[src/rtl/aclk_pkg.sv]
// Shared definitions for the alarm-clock LCD sequencer:
// ASCII constants, FSM state encoding, digit-index width helper.
package aclk_pkg;

    // ASCII glyphs used by the digit renderer
    localparam logic [7:0] ASCII_ZERO    = 8'h30;
    localparam logic [7:0] ASCII_NINE    = 8'h39;
    localparam logic [7:0] ASCII_SPACE   = 8'h20;
    localparam logic [7:0] ASCII_ERR_DEF = 8'h3A;

    // Frame sequencer states
    typedef enum logic [1:0] {
        ST_IDLE = 2'd0,
        ST_LOAD = 2'd1,
        ST_SEND = 2'd2,
        ST_DONE = 2'd3
    } state_e;

    // Width of the digit index / screen position
    function automatic int idx_width(input int n);
        return $clog2(n) + 1;
    endfunction

endpackage

[src/rtl/aclk_digit_to_ascii.sv]
// BCD digit to ASCII renderer; non-decimal codes map to ERR_CHAR.
// Ports: digit_i [3:0] BCD digit in, char_o [7:0] ASCII out.
module aclk_digit_to_ascii
    import aclk_pkg::*;
#(
    parameter logic [7:0] ERR_CHAR = ASCII_ERR_DEF
) (
    input  logic [3:0] digit_i,
    output logic [7:0] char_o
);

    always_comb begin
        char_o = ERR_CHAR;
        unique case (1'b1)
            (digit_i <= 4'd9): char_o = ASCII_ZERO + {4'h0, digit_i};
            (digit_i >  4'd9): char_o = ERR_CHAR;
        endcase
    end

endmodule

[src/rtl/aclk_lcd_seq_driver.sv]
// Alarm-clock LCD driver: snapshots the selected BCD time word, streams
// it MS digit first as ASCII over valid/ready, and owns the latched alarm.
// Ports:
//   clk, rst_n          clock, async active-low reset
//   show_a              display alarm time
//   show_new_time       display key entry (wins over show_a)
//   alarm_time          alarm time, BCD, 4*NUM_DIGITS
//   current_time        current time, BCD, 4*NUM_DIGITS
//   key                 key-entry buffer, BCD, 4*NUM_DIGITS
//   alarm_ack           pulse, clears sound_alarm
//   char_ready          LCD controller accepts char
//   char_valid          char_data/char_pos valid
//   char_data [7:0]     ASCII character
//   char_pos            screen position, 0 = leftmost
//   frame_done          pulse after last char accepted
//   sound_alarm         latched alarm indication
// Build option: ACLK_BLINK_EN blanks alternate frames while the alarm sounds.
module aclk_lcd_seq_driver
    import aclk_pkg::*;
#(
    parameter int         NUM_DIGITS  = 4,
    parameter int         REFRESH_DIV = 16,
    parameter logic [7:0] ERR_CHAR    = ASCII_ERR_DEF
) (
    input  logic                             clk,
    input  logic                             rst_n,
    input  logic                             show_a,
    input  logic                             show_new_time,
    input  logic [4*NUM_DIGITS-1:0]          alarm_time,
    input  logic [4*NUM_DIGITS-1:0]          current_time,
    input  logic [4*NUM_DIGITS-1:0]          key,
    input  logic                             alarm_ack,
    input  logic                             char_ready,
    output logic                             char_valid,
    output logic [7:0]                       char_data,
    output logic [idx_width(NUM_DIGITS)-1:0] char_pos,
    output logic                             frame_done,
    output logic                             sound_alarm
);

    localparam int W     = 4 * NUM_DIGITS;
    localparam int IDX_W = idx_width(NUM_DIGITS);
    localparam int CNT_W = $clog2(REFRESH_DIV + 1);

    localparam logic [IDX_W-1:0] LAST_IDX   = IDX_W'(NUM_DIGITS - 1);
    localparam logic [IDX_W-1:0] IDX_ONE    = IDX_W'(1);
    localparam logic [CNT_W-1:0] CNT_RELOAD = CNT_W'(REFRESH_DIV - 1);
    localparam logic [CNT_W-1:0] CNT_ONE    = CNT_W'(1);

    state_e           state_q, state_d;
    logic [CNT_W-1:0] cnt_q, cnt_d;
    logic [W-1:0]     snap_q, snap_d;
    logic [IDX_W-1:0] idx_q, idx_d;
    logic             prev_match_q, prev_match_d;
    logic             sound_q, sound_d;

    logic             accept;
    logic             match;
    logic             fire;
    logic             blank;
    logic [3:0]       digit;
    logic [7:0]       digit_char;

    assign accept = (state_q == ST_SEND) && char_ready;

    // ------------------------------------------------------------
    // State register
    // ------------------------------------------------------------
    always_ff @(posedge clk or negedge rst_n) begin
        if (!rst_n) begin
            state_q <= ST_IDLE;
        end else begin
            state_q <= state_d;
        end
    end

    // Frame datapath registers
    always_ff @(posedge clk or negedge rst_n) begin
        if (!rst_n) begin
            cnt_q  <= CNT_RELOAD;
            snap_q <= '0;
            idx_q  <= '0;
        end else begin
            cnt_q  <= cnt_d;
            snap_q <= snap_d;
            idx_q  <= idx_d;
        end
    end

    // ------------------------------------------------------------
    // Next-state logic
    // ------------------------------------------------------------
    always_comb begin
        state_d = state_q;
        cnt_d   = cnt_q;
        snap_d  = snap_q;
        idx_d   = idx_q;
        unique case (state_q)
            ST_IDLE: begin
                if (cnt_q == '0) begin
                    state_d = ST_LOAD;
                end else begin
                    cnt_d = cnt_q - CNT_ONE;
                end
            end
            ST_LOAD: begin
                // Whole word captured at once so a frame never tears
                unique case (1'b1)
                    show_new_time:
                        snap_d = key;
                    (!show_new_time && show_a):
                        snap_d = alarm_time;
                    (!show_new_time && !show_a):
                        snap_d = current_time;
                endcase
                idx_d   = '0;
                state_d = ST_SEND;
            end
            ST_SEND: begin
                if (accept) begin
                    if (idx_q == LAST_IDX) begin
                        state_d = ST_DONE;
                    end else begin
                        idx_d = idx_q + IDX_ONE;
                    end
                end
            end
            ST_DONE: begin
                cnt_d   = CNT_RELOAD;
                state_d = ST_IDLE;
            end
            default: begin
                state_d = ST_IDLE;
            end
        endcase
    end

    // ------------------------------------------------------------
    // Digit select and render
    // ------------------------------------------------------------
    // Position 0 is the most significant nibble.
    always_comb begin
        digit = '0;
        for (int i = 0; i < NUM_DIGITS; i++) begin
            if (idx_q == IDX_W'(NUM_DIGITS - 1 - i)) begin
                digit = snap_q[4*i +: 4];
            end
        end
    end

    aclk_digit_to_ascii #(
        .ERR_CHAR (ERR_CHAR)
    ) u_digit_to_ascii (
        .digit_i (digit),
        .char_o  (digit_char)
    );

    // ------------------------------------------------------------
    // Output logic
    // ------------------------------------------------------------
    always_comb begin
        char_valid = 1'b0;
        char_data  = '0;
        char_pos   = '0;
        frame_done = 1'b0;
        unique case (state_q)
            ST_SEND: begin
                char_valid = 1'b1;
                char_data  = blank ? ASCII_SPACE : digit_char;
                char_pos   = idx_q;
            end
            ST_DONE: begin
                frame_done = 1'b1;
            end
            default: begin
                char_valid = 1'b0;
            end
        endcase
    end

    // ------------------------------------------------------------
    // Alarm latch
    // ------------------------------------------------------------
    // Fires on the rising edge of equality only; prev_match powers
    // up at 1 so equal times out of reset stay silent.
    assign match = (current_time == alarm_time);
    assign fire  = match && !prev_match_q;

    always_comb begin
        prev_match_d = match;
        sound_d      = fire | (sound_q & ~alarm_ack);
    end

    always_ff @(posedge clk or negedge rst_n) begin
        if (!rst_n) begin
            prev_match_q <= 1'b1;
            sound_q      <= 1'b0;
        end else begin
            prev_match_q <= prev_match_d;
            sound_q      <= sound_d;
        end
    end

    assign sound_alarm = sound_q;

    // ------------------------------------------------------------
    // Optional blink
    // ------------------------------------------------------------
`ifdef ACLK_BLINK_EN
    logic blink_q, blink_d;

    // Toggles per frame while sounding, so whole frames alternate.
    always_comb begin
        blink_d = 1'b0;
        if (sound_q) begin
            blink_d = (state_q == ST_DONE) ? ~blink_q : blink_q;
        end
    end

    always_ff @(posedge clk or negedge rst_n) begin
        if (!rst_n) begin
            blink_q <= 1'b0;
        end else begin
            blink_q <= blink_d;
        end
    end

    assign blank = blink_q;
`else
    assign blank = 1'b0;
`endif

endmodule

[config.mk]
export PLATFORM = sky130hd
export DESIGN_NAME = aclk_lcd_seq_driver
export DESIGN_NICKNAME = d
export VERILOG_FILES = /design/src/rtl/aclk_pkg.sv /design/src/rtl/aclk_digit_to_ascii.sv /design/src/rtl/aclk_lcd_seq_driver.sv
export SDC_FILE = /design/constraint.sdc
export NUM_CORES = 1
export LEC_CHECK = 0
export ABC_AREA = 1
export CAP_MARGIN = 20
export CORE_UTILIZATION = 45
export DETAILED_ROUTE_END_ITERATION = 10
export GPL_ROUTABILITY_DRIVEN = 1
export PLACE_DENSITY = 0.78
export SLEW_MARGIN = 10
export SYNTH_ARGS = -nofsm -noshare
export SYNTH_HDL_FRONTEND = slang
export SYNTH_HIERARCHICAL = 1
export SYNTH_SLANG_ARGS = --single-unit
[constraint.sdc]
create_clock -name clk -period 3.35 [get_ports clk]
set_clock_uncertainty 0.2 [all_clocks]
set_input_delay 0.67 -clock clk [delete_from_list [all_inputs] [get_ports clk]]
set_output_delay 0.67 -clock clk [all_outputs]
set_load 0.005 [all_outputs]
Yosys cells after proc, flatten, opt, wreduce, memory -nomap -nowiden

Index checks and enable logic that the tools add are counted.
W data, S select, Z words.

Flip-flop bits (word level): 28
Logic and storage cells: 60
Output and inout bits: 14

Mux-type cells: 19
Equality and inequality tests: 12
Bitwise gates (word level): 3
Add/sub/neg operators: 3
$lt $le $gt $ge: 2
Reductions and logical operators: 15

Operators with widths:

| cell                  | count |
|---|---|
| $pmux W16 S3          | 1 |
| $eq A16 B16 Y1        | 1 |
| $mux W4               | 4 |
| $pmux W8 S2           | 1 |
| $pmux W5 S2           | 1 |
| $mux W3               | 3 |
| $mux W8               | 1 |
| $ne A2 B2 Y1 const B  | 4 |
| $pmux W2 S4           | 1 |
| $add A6 B4 Y7 const A | 1 |
| $eq A3 B2 Y1 const B  | 2 |
| $mux W2               | 3 |
| $pmux W3 S2           | 1 |
| $reduce_and A3 Y1     | 2 |
| $logic_not A5 Y1      | 1 |
| $mux W5               | 1 |
| $sub A5 B1 Y5 const B | 1 |
| $eq A2 B2 Y1 const B  | 2 |
| $gt A4 B4 Y1 const B  | 1 |
| $le A4 B4 Y1 const B  | 1 |
| $logic_and A1 B1 Y1   | 4 |
| $reduce_bool A2 Y1    | 2 |
| $add A3 B1 Y3 const B | 1 |
| $eq A3 B1 Y1 const B  | 1 |
| 10 further kinds      | 13 |

Longest topological paths before layout

Depth in word-level cells: 8
Depth in mapped cells: 11

By module

Netlist, hierarchy kept.

By module, submodules not included:

| module              | area each (µm²) | instances | cells each |
|---|---|---|---|
| aclk_lcd_seq_driver | 2100.8          | 1         | 320 |
| aclk_digit_to_ascii | 75.1            | 1         | 15 |

Worst setup path before layout

No wires, ideal clock.

Kind: register to output
From: reg idx_q[0]
To: out char_data[1]
Stages on the path, launching flop included: 11
Slack: 1017 ps
Data arrival time: 1463 ps
Required time: 2480 ps
Buffers on the path: 0
Path through: dfrtp_1 > inv_1 > ha_1 > nand2_1 > nand2_1 > o211ai_1 > a31oi_1 > inv_1 > o21bai_1 > nand2_1 > inv_1

Word-level cells in the longest chain between the ends: 8
Elaborated cells on any way between the ends: 13
Those cells by class: 1 x add/sub; 2 x order compare; 3 x eq/ne; 6 x mux; 1 x reduce/logical

RTL lines:

| what                                         | line                                                 | text |
|---|---|---|
| from (decl)                                  | aclk_lcd_seq_driver.sv:53                            | `logic [IDX_W-1:0] idx_q, idx_d;` |
| from (signal assigned)                       | aclk_lcd_seq_driver.sv:86                            | `idx_q <= idx_d;` |
| $eq A3 B2 Y1                                 | aclk_lcd_seq_driver.sv:145                           | `if (idx_q == IDX_W'(NUM_DIGITS - 1 - i)) begin` |
| $mux W4 (3 in series)                        | aclk_lcd_seq_driver.sv:145                           |  |
| $mux W4 (*)                                  | aclk_lcd_seq_driver.sv:145                           |  |
| via digit[3]                                 | aclk_lcd_seq_driver.sv:61                            | `logic [3:0] digit;` |
| $gt A4 B4 Y1 or $le A4 B4 Y1 (tied branches) | aclk_digit_to_ascii.sv:16, aclk_digit_to_ascii.sv:15 |  |
| $pmux W8 S2 (*)                              | aclk_digit_to_ascii.sv:14                            | `unique case (1'b1)` |
| via digit_char[1]                            | aclk_lcd_seq_driver.sv:62                            | `logic [7:0] digit_char;` |
| $mux W8 (*)                                  | aclk_lcd_seq_driver.sv:166                           | `unique case (state_q)` |
| to (decl)                                    | aclk_lcd_seq_driver.sv:35                            | `output logic [7:0] char_data,` |

The timed path passes the listed nets; every way through them passes the cells marked *. The select of a mux whose other input is x is not followed.

Final worst setup path

From: reg idx_q[1]
To: out char_data[0]

Same word-level chain as after synthesis.

==> results.md <==
* Outcome: finished clean
* Synth area leader: dfrtp_1
* Global-route wire length before repair at 8790 um
* Nets at 467
* TritonCTS Buffers at 3
* IO Pins at 68
* Worst Hold Depth at 2
* Count leader, synth: nand2_1
* Post-synth EDFFs at 0
* Total grt overflow at 0
* Worst-case clock buffer depth at 2
* Largest net degree at the start of global routing at 34
* Die area at 5120 um2
* Rel. slew slack at 61.9%
* R2r setup slk at 1.29 ns
* Post-synth top area share at 26.5%
* Worst endpoint required time at 2.48 ns
* Syn Inst Count at 335
* Chip Width at 71.5 um
* Fillers at 397
* CP dominant cell by count: nor2_1
* DRT Pass-1 Iters at 5
* Dominant cells by area after synthesis: dfrtp_1 (26%), nand2_1 (15%), inv_1 (12%)
* Final hold viol count at 0
* Setup ws final at 0.168 ns
* Placer Congestion at 0.837
* Cell Chain, Critical Path: ha_2, ha_4, buf_4, a31oi_1, o21ai_1, nor2_1, nor2_1, nor2_1, nand2_1, inv_1, clkdlybuf4s50_1
* Share of the yosys chip area belonging to registers at 32.5%
* Hold Startpoint: cnt_q[2]
* Multi-input logic area at 1170 um2
* Worst reg2reg path depth at 8
* Leakage at 1.55 nW
* Slew Viols, Final at 0
* Max Clock Freq at 314 MHz
* Initial Utilization at 48.3%
* Worst reg2reg path endpoint: idx_q[0]
* Power Density at 651 nW/um2
* Setup CP Type: reg2out
* Crit end category: output pin
* Detail Route Antenna Nets at 0
* # setup viols final at 0
* Sink Count at 28
* Clock Tree Root: clkbuf_8
* 1st-iter DRT viols at 144
* Crit path max-delay family: buffers and inverters
* Ys async rst share at 100%
* Initial antenna violation count at 0
* Number of global-route vias before repair at 2,039
* Placed Instances at 444
* Ant. Diodes at 0
* Worst hold path type: reg2reg
* Clock-pin slew on the worst setup and hold paths at 0.10 ns
* GRT Total Usage at 21.5%
* Hold WS at 0.271 ns
* Final instance area at 2990 um2
* Final TNS setup at 0 ns
* Mean Syn Cell Area at 6.50 um2
* CTS tree: built
* Total number of vias at 2,202
* Synthesized flop and latch total at 28
* Post-Place Setup Slack at 0.361 ns
* FF/Latch Area at 708 um2
* Remaining DRCs at 0
* Crit path DAT at 2.31 ns
* Top FF cell, synth: dfrtp_1
* Post-Layout Cell Count at 453
* Worst slew pin tran at 0.572 ns
* Synth cell types at 25
* Hold buffers post-CTS at 0
* Wire length per cell at 11.8 um
* CP max FO at 5
* Worst R2R Start: state_q[0]
* IR drop worst, VDD at 0.000307 V
* Period utilization at 95.0%
* Worst Hold Path EP: cnt_q[2]
* Commonest cells in the netlist: nand2_1 (89), inv_1 (67), nor2_1 (36)
* Slowest Stage Delay on Critical Path at 0.49 ns
* Port Buf Inserts at 65
* Post-DP Area at 2840 um2
* Drt total wl at 5330 um
* Worst skew pair latency at 0.28 ns
* Max-Cap Viols at 0
* CP bufs+invs at 3
* Slowest-stage cell, CP: clkdlybuf4s50_1
* Vias per Instance at 4.86
* # rows at 24
* Core ar. at 4500 um2
* Detailed Place HPWL at 4020 um
* Critical path launch point type: flip-flop
* Synthesized area at 2180 um2
* Die Span Y at 71.5 um
* Share of cells above drive strength 1 at 8.23%
* Htree depth at 1
* Tmin final at 3.18 ns
* Synth Warn # at 6
* Area delta synth->final at 37.6%
sequential cells by signal, summed over array words and instances, names as in the netlist:
register	count
cnt_q	5
sound_alarm	1
idx_q	3
prev_match_q	1
state_q	2
snap_q	16
metal layers:
metal	routed length, um	vias up	track usage, %
li1	-	1167	-
met3	131	9	2.95
met4	68	0	3.92
met2	2610	41	39.6
met1	2520	985	27.3
met5	0	-	0
worst max path at each step:
stage	start	end	slack, ns	cells after the start
final	idx_q[1]	char_data[0]	0.17	11
after global routing	idx_q[0]	char_data[2]	-0.02	10
after CTS	idx_q[0]	char_data[1]	0.04	11
after detailed placement	idx_q[0]	char_data[1]	0.36	11
after global placement	idx_q[0]	char_data[1]	0.43	11
after floorplan	idx_q[0]	char_data[1]	1.02	10
report_power, final:
group          switching (mW)  total [mW]  internal (mW)
clock network           0.107       0.267          0.160
logic                   0.589        1.07          0.479
registers               0.106       0.615          0.509
total                   0.801        1.95           1.15
what timing repair did:
action	4_1_cts	5_1_grt
buffers inserted	0	5
endpoints found under the setup margin	0	3
gates resized for setup	0	11
placed cells by master, fill, tap and decap left out, types with 5 or more instances in the layout:
cell,instances
clkdlybuf4s50_1,64
o21ai_0,8
o21ai_1,20
a22oi_1,16
dfrtp_1,22
ha_1,8
nand3_1,25
dfstp_2,5
inv_2,5
inv_1,66
nand2_1,87
nor2_1,36
buf_4,8
metrics by stage:
step | utilization (%) | power [mW]
3_5_place_dp | 63.1 | 1.63
2_1_floorplan | - | 1.28
6_report | 66.4 | 1.95
4_1_cts | 64.7 | 1.90
3_3_place_gp | 63.1 | 1.60
5_1_grt | 66.4 | 2.16
area by class of cell:
type | instances | share of cell area, %
multi-input combinational | 225 | 39.0
timing repair buffer | 73 | 23.8
clock inverter | 1 | 1.00
sequential | 28 | 23.7
tap | 52 | 2.17
clock buffer | 3 | 1.38
inverter | 71 | 8.90
cell families after synthesis:
family / Yosys count / share of synthesized area (%)
buffers and inverters: 84 / 15.9
other: 2 / 0.345
adder cells (fa/ha/maj): 11 / 6.33
XOR/XNOR: 2 / 0.805
AND/OR/NAND/NOR: 153 / 28.6
AO/OA/AOI/OAI: 55 / 15.5
flip-flops: 28 / 32.5
worst register-to-register path, delay by kind of cell, from the launching register on:
| kind | cells | cell delay [ns] |
|---|---|---|
| AOI/OAI and AO/OA | 2 | 0.23 |
| DFF | 1 | 0.43 |
| buffers and inverters | 2 | 0.19 |
| adders and majority gates | 1 | 0.53 |
| and+or+nand+nor | 3 | 0.41 |
No activity file was read; power rests on OpenSTA's default activity.
==> RTL change 1: new RTL, config.mk and constraints unchanged <==
The parameter `REFRESH_DIV` goes from 16 to 8.
--- a/src/rtl/aclk_lcd_seq_driver.sv
+++ b/src/rtl/aclk_lcd_seq_driver.sv
@@ -19,7 +19,7 @@
     import aclk_pkg::*;
 #(
     parameter int         NUM_DIGITS  = 4,
-    parameter int         REFRESH_DIV = 16,
+    parameter int         REFRESH_DIV = 8,
     parameter logic [7:0] ERR_CHAR    = ASCII_ERR_DEF
 ) (
     input  logic                             clk,
Formal check against the unedited RTL: not equivalent (Yosys sat finds a counterexample within 10 cycles, from zero or initial values and one cycle with rst_n low).
==> RTL change 1 against the original RTL <==
  * Synthesized cell count down 1.8%
  * Via count is 4.0% lower
  * Power shrank 8.1%
  * Routed wire length shrank 9.2%
  * Cell area shrank 1.5%
  * Highest routed layer unchanged
  * Critical path type unchanged
  * Sequential cell count fell by 1
  * Synthesized area up 1.1%
  * Critical endpoint is now char_data[1]
  * Setup slack got worse by 0.0016 ns
  * Die area is 1.1% higher
==> RTL change 1: results (changes against the original RTL) <==
outcome completed (unchanged); layout cells sized above 1 9.18% (was 8.23%); Top Registers snap_q: 16 flops, cnt_q: 4 flops, idx_q: 3 flops (was snap_q: 16 flops, cnt_q: 5 flops, idx_q: 3 flops); TritonRoute pass-1 iters 6 (was 5); vias in the first global route 1,995 (was 2,039); root buf cell clkbuf_8 (unchanged); post-route ant nets 0 (unchanged); total track usage 20.0% (was 21.5%); CTS Buf Count 3 (unchanged); clock-pin slew on the worst setup and hold paths 0.09 ns; Slew headroom 62.5% (was 61.9%); ant diodes 0 (unchanged); first-pass GRT wire length 8380 microns (was 8790 microns); antenna violations before repair 0 (unchanged); NumNets Final 458 (was 467); worst min path class reg -> reg (unchanged); Syn. warnings 6 (unchanged); Starting DRT DRC Count 90 (was 144); largest net degree at the start of global routing 28 (was 34); IO buf count 65 (unchanged); Max clock buf depth 2 (unchanged); Synth cell types 30 (was 25); vias per cell 4.61 (was 4.86); RD Place Congestion 0.868 (was 0.837); Mapped Avg Cell Area 6.69 sq um (was 6.50 sq um); leading post-synthesis cells by cell area dfrtp_1 26%, nand2_1 16%, inv_1 12%, ha_1 6.3%, a22oi_2 5.7% (was dfrtp_1 26%, nand2_1 15%, inv_1 12%, ha_1 6.3%, nor2_1 6.2%); CP max FO 5 (unchanged); Post-synth ARST share 100% (unchanged); Max IR drop VDD 0.000255 V (was 0.000307 V); Detailed Place HPWL 3880 microns (was 4020 microns); CP arrival 2.31 ns (about the same); H-tree depth 1 (unchanged); leakage power 1.50 nW (was 1.55 nW); sequential fraction of the synthesis area 30.9% (was 32.5%); worst-skew pair later-pin latency 0.26 ns (was 0.28 ns); synth cell count leaders 91 x nand2_1, 69 x inv_1, 30 x nor2_1 (was 89 x nand2_1, 67 x inv_1, 36 x nor2_1); final wirelength 4840 microns (was 5330 microns); pre-CTS WS 0.320 ns (was 0.361 ns)
-- RTL change 1: changes by cell type in the layout (fill, tap and decap cells not counted), moves of 2 or more --
cell     unedited run  this run
buf_4               8         5
nand3_1            25        23
o21ai_0             8        10
a22oi_1            16         6
a22oi_2             0        10
nor2_1             36        30
o21ai_1            20        16
-- RTL change 1: final cells by class --
type | instances | area, sq um
well taps | 67 | 83.8
repair buffers | 70 | 688
multi-input cells | 220 | 1180
clock buffers | 3 | 41.3
fillers | 438 | 1780
inverters | 71 | 267
flip-flops and latches | 27 | 681
clock inverters | 1 | 5.00
-- RTL change 1: layer usage --
metal	vias up	global-route usage, %	routed length [microns]
li1	1139	-	-
met1	904	24.9	2250
met2	63	37.5	2310
met3	8	1.53	197
met4	0	5.01	83
met5	-	0	0
-- RTL change 1: logic make-up (layout without fill, tap and decap cells) --
| group | count (synthesis) | count (layout) | share of synthesized area, % |
|---|---|---|---|
| compound gates | 54 | 54 | 17.3 |
| xor+xnor | 2 | 2 | 0.797 |
| fa+ha+maj | 11 | 11 | 6.26 |
| buf+inv | 84 | 145 | 16.7 |
| flops | 27 | 27 | 30.9 |
| other cells | 2 | 4 | 0.341 |
| simple gates | 149 | 149 | 27.7 |
-- RTL change 1: power breakdown --
group          leakage [nW]  switching (W)  internal (W)
registers             0.311      0.0000933      0.000490
logic                  1.16       0.000576      0.000454
clock network        0.0255      0.0000954     0.0000830
-- RTL change 1: final timing paths --
kind,from,slack [ns],end,cells past startpoint
hold reg to reg,cnt_q[2]$_DFFE_PN1P_,0.27,cnt_q[2]$_DFFE_PN1P_,2
min in group asynchronous,rst_n,0.56,snap_q[15]$_DFFE_PN0N_,2
hold / removal,cnt_q[2]$_DFFE_PN1P_,0.27,cnt_q[2]$_DFFE_PN1P_,2
max in group asynchronous,rst_n,2.09,prev_match_q$_DFF_PN1_,2
setup / recovery,idx_q[0]$_DFFE_PN0P_,0.17,char_data[1],11
setup reg to reg,state_q[1]$_DFFE_PN0P_,1.27,idx_q[0]$_DFFE_PN0P_,7
-- RTL change 1: repair_timing --
item                                    CTS  global route
endpoints found under the setup margin    0             4
resized for setup                         0             9
buffers inserted                          0             2
-- RTL change 1: critical path, stage by stage (launching register included) --
cell             delay, ns
dfrtp_1               0.43
ha_2                  0.23
ha_4                  0.16
nand2_1               0.06
nand2_1               0.06
o211ai_1              0.07
a31oi_1               0.21
inv_1                 0.08
o21bai_1              0.13
nand2_1               0.06
inv_1                 0.07
clkdlybuf4s50_1       0.49
-- RTL change 1: through the flow --
stage	util, %	area (sq um)	power [W]	std cells
after global placement	60.6	2860	0.00154	453
after CTS	61.6	2910	0.00176	457
final	62.4	2950	0.00179	459
after detailed placement	60.6	2860	0.00157	453
after floorplan	-	2210	0.00125	331
after global routing	62.4	2950	0.00198	459
==> RTL change 2: new RTL, same flow settings <==
Made on the original files. Register the output `sound_alarm` once more, cleared by the reset; this adds one clock of latency there. The other outputs are not delayed to match.
--- a/src/rtl/aclk_lcd_seq_driver.sv
+++ b/src/rtl/aclk_lcd_seq_driver.sv
@@ -201,7 +201,13 @@
         end
     end
 
-    assign sound_alarm = sound_q;
+    always_ff @(posedge clk or negedge rst_n) begin
+        if (!rst_n) begin
+            sound_alarm <= '0;
+        end else begin
+            sound_alarm <= sound_q;
+        end
+    end
 
     // ------------------------------------------------------------
     // Optional blink
Formal check against the unedited RTL: not equivalent (a bounded check fails within 4 cycles, from zero or initial values and one cycle with rst_n low).
==> RTL change 2 against the original RTL <==
  * Routed wire length is 1.1% higher
  * Sequential cell count grew 1
  * Via count down 1.0%
  * First-iteration DRC count decreased by 35%
  * Power grew 4.7%
  * Setup slack worse by 0.0089 ns
  * Synthesized area up 1.2%
  * Cell area increased by 1.3%
  * Largest power group unchanged
  * Highest routed layer unchanged
==> RTL change 2: results (changes against the original RTL) <==
outcome completed (unchanged); sequential fraction of the synthesis area 33.3% (was 32.5%); via count 2,179 (was 2,202); M1 wire length 2480 microns (was 2520 microns); layout cells sized above 1 7.73% (was 8.23%); Sequential Power Share 30.8% (was 31.5%); leading post-synthesis cells by cell area dfrtp_1 27%, nand2_1 15%, inv_1 11%, ha_1 6.3%, nor2_1 6.1% (was dfrtp_1 26%, nand2_1 15%, inv_1 12%, ha_1 6.3%, nor2_1 6.2%); Critical Path Start idx_q[0]$_DFFE_PN0P_ (was idx_q[1]$_DFFE_PN0P_); Slew @ Worst Pin 0.624 ns (was 0.572 ns); CTS Buf Count 5 (was 3); Post-Place Cells 460 (was 444); Post-Synth XOR/XNOR Area 0.796% (was 0.805%); Post-DP Area 2890 sq um (was 2840 sq um); Max clock buf depth 2 (unchanged); hold path startpoint sound_q$_DFF_PN0_ (was cnt_q[2]$_DFFE_PN1P_); worst min path class reg -> reg (unchanged); PwrDens 673 nW/um^2 (was 651 nW/um^2); Worst Hold Path EP sound_alarm$_DFF_PN0_ (was cnt_q[2]$_DFFE_PN1P_); routed wl met2 2670 microns (was 2610 microns); adder-cell share of the synthesized area 6.25% (was 6.33%); clock power share 18.4% (was 13.7%); Cells after Synth 336 (was 335); Starting DRT DRC Count 93 (was 144); vias in the first global route 2,025 (was 2,039); Switching Fraction 39.8% (was 41.1%); number of fill cells 413 (was 397); first-pass GRT wire length 8980 microns (was 8790 microns); CP max FO 6 (was 5); final wirelength 5380 microns (was 5330 microns); pre-CTS WS 0.385 ns (was 0.361 ns); Worst R2R End idx_q[0]$_DFFE_PN0P_ (unchanged); grt met1 use 27.2% (was 27.3%); leakage power 1.55 nW (about the same); Synth Area in Compound Gates 15.3% (was 15.5%); Detailed Place HPWL 4080 microns (was 4020 microns); met3 usage 4.44% (was 2.95%); total track usage 22.3% (was 21.5%); CP endpoint char_data[1] (was char_data[0]); metal3 WL 151 microns (was 131 microns); uppermost layer routed met4 (unchanged); TritonRoute pass-1 iters 4 (was 5); largest net degree at the start of global routing 30 (was 34); hold depth 0 (was 2); clock-pin slew on the worst setup and hold paths 0.06 ns (was 0.10 ns); Tcrit/Tclk final 95.2% (was 95.0%); H-tree depth 2 (was 1); synth cell count leaders 89 x nand2_1, 67 x inv_1, 36 x nor2_1 (unchanged); Max IR drop VDD 0.000404 V (was 0.000307 V); NumNets Final 465 (was 467); RD Place Congestion 0.805 (was 0.837); vias per cell 4.66 (was 4.86); R2R Setup Slk 1.33 ns (was 1.29 ns); Syn. warnings 6 (unchanged); met2 Use GR 39.9% (was 39.6%); Hold WS 0.188 ns (was 0.271 ns)
-- RTL change 2: changes by cell type after synthesis, sizes merged --
cell	before	now
dfrtp	23	24
-- RTL change 2: area by class of cell --
| class | instances | area [sq um] | share of cell area, % |
|---|---|---|---|
| Timing Repair Buffer | 68 | 673 | 22.2 |
| Tap cell | 67 | 83.8 | 2.77 |
| Clock buffer | 7 | 86.3 | 2.85 |
| Inverter | 71 | 267 | 8.79 |
| Sequential cell | 29 | 732 | 24.2 |
| Multi-Input combinational cell | 225 | 1160 | 38.2 |
| Clock inverter | 1 | 30.0 | 0.991 |
-- RTL change 2: cells by family after synthesis --
group           count (synthesis)
simple gates                  153
buf+inv                        84
compound gates                 55
flops                          29
fa+ha+maj                      11
xor+xnor                        2
other cells                     2
-- RTL change 2: timing repair --
item / CTS / global route
setup endpoints to repair: 0 / 3
setup buffers: 0 / 0
gates resized for setup: 0 / 9
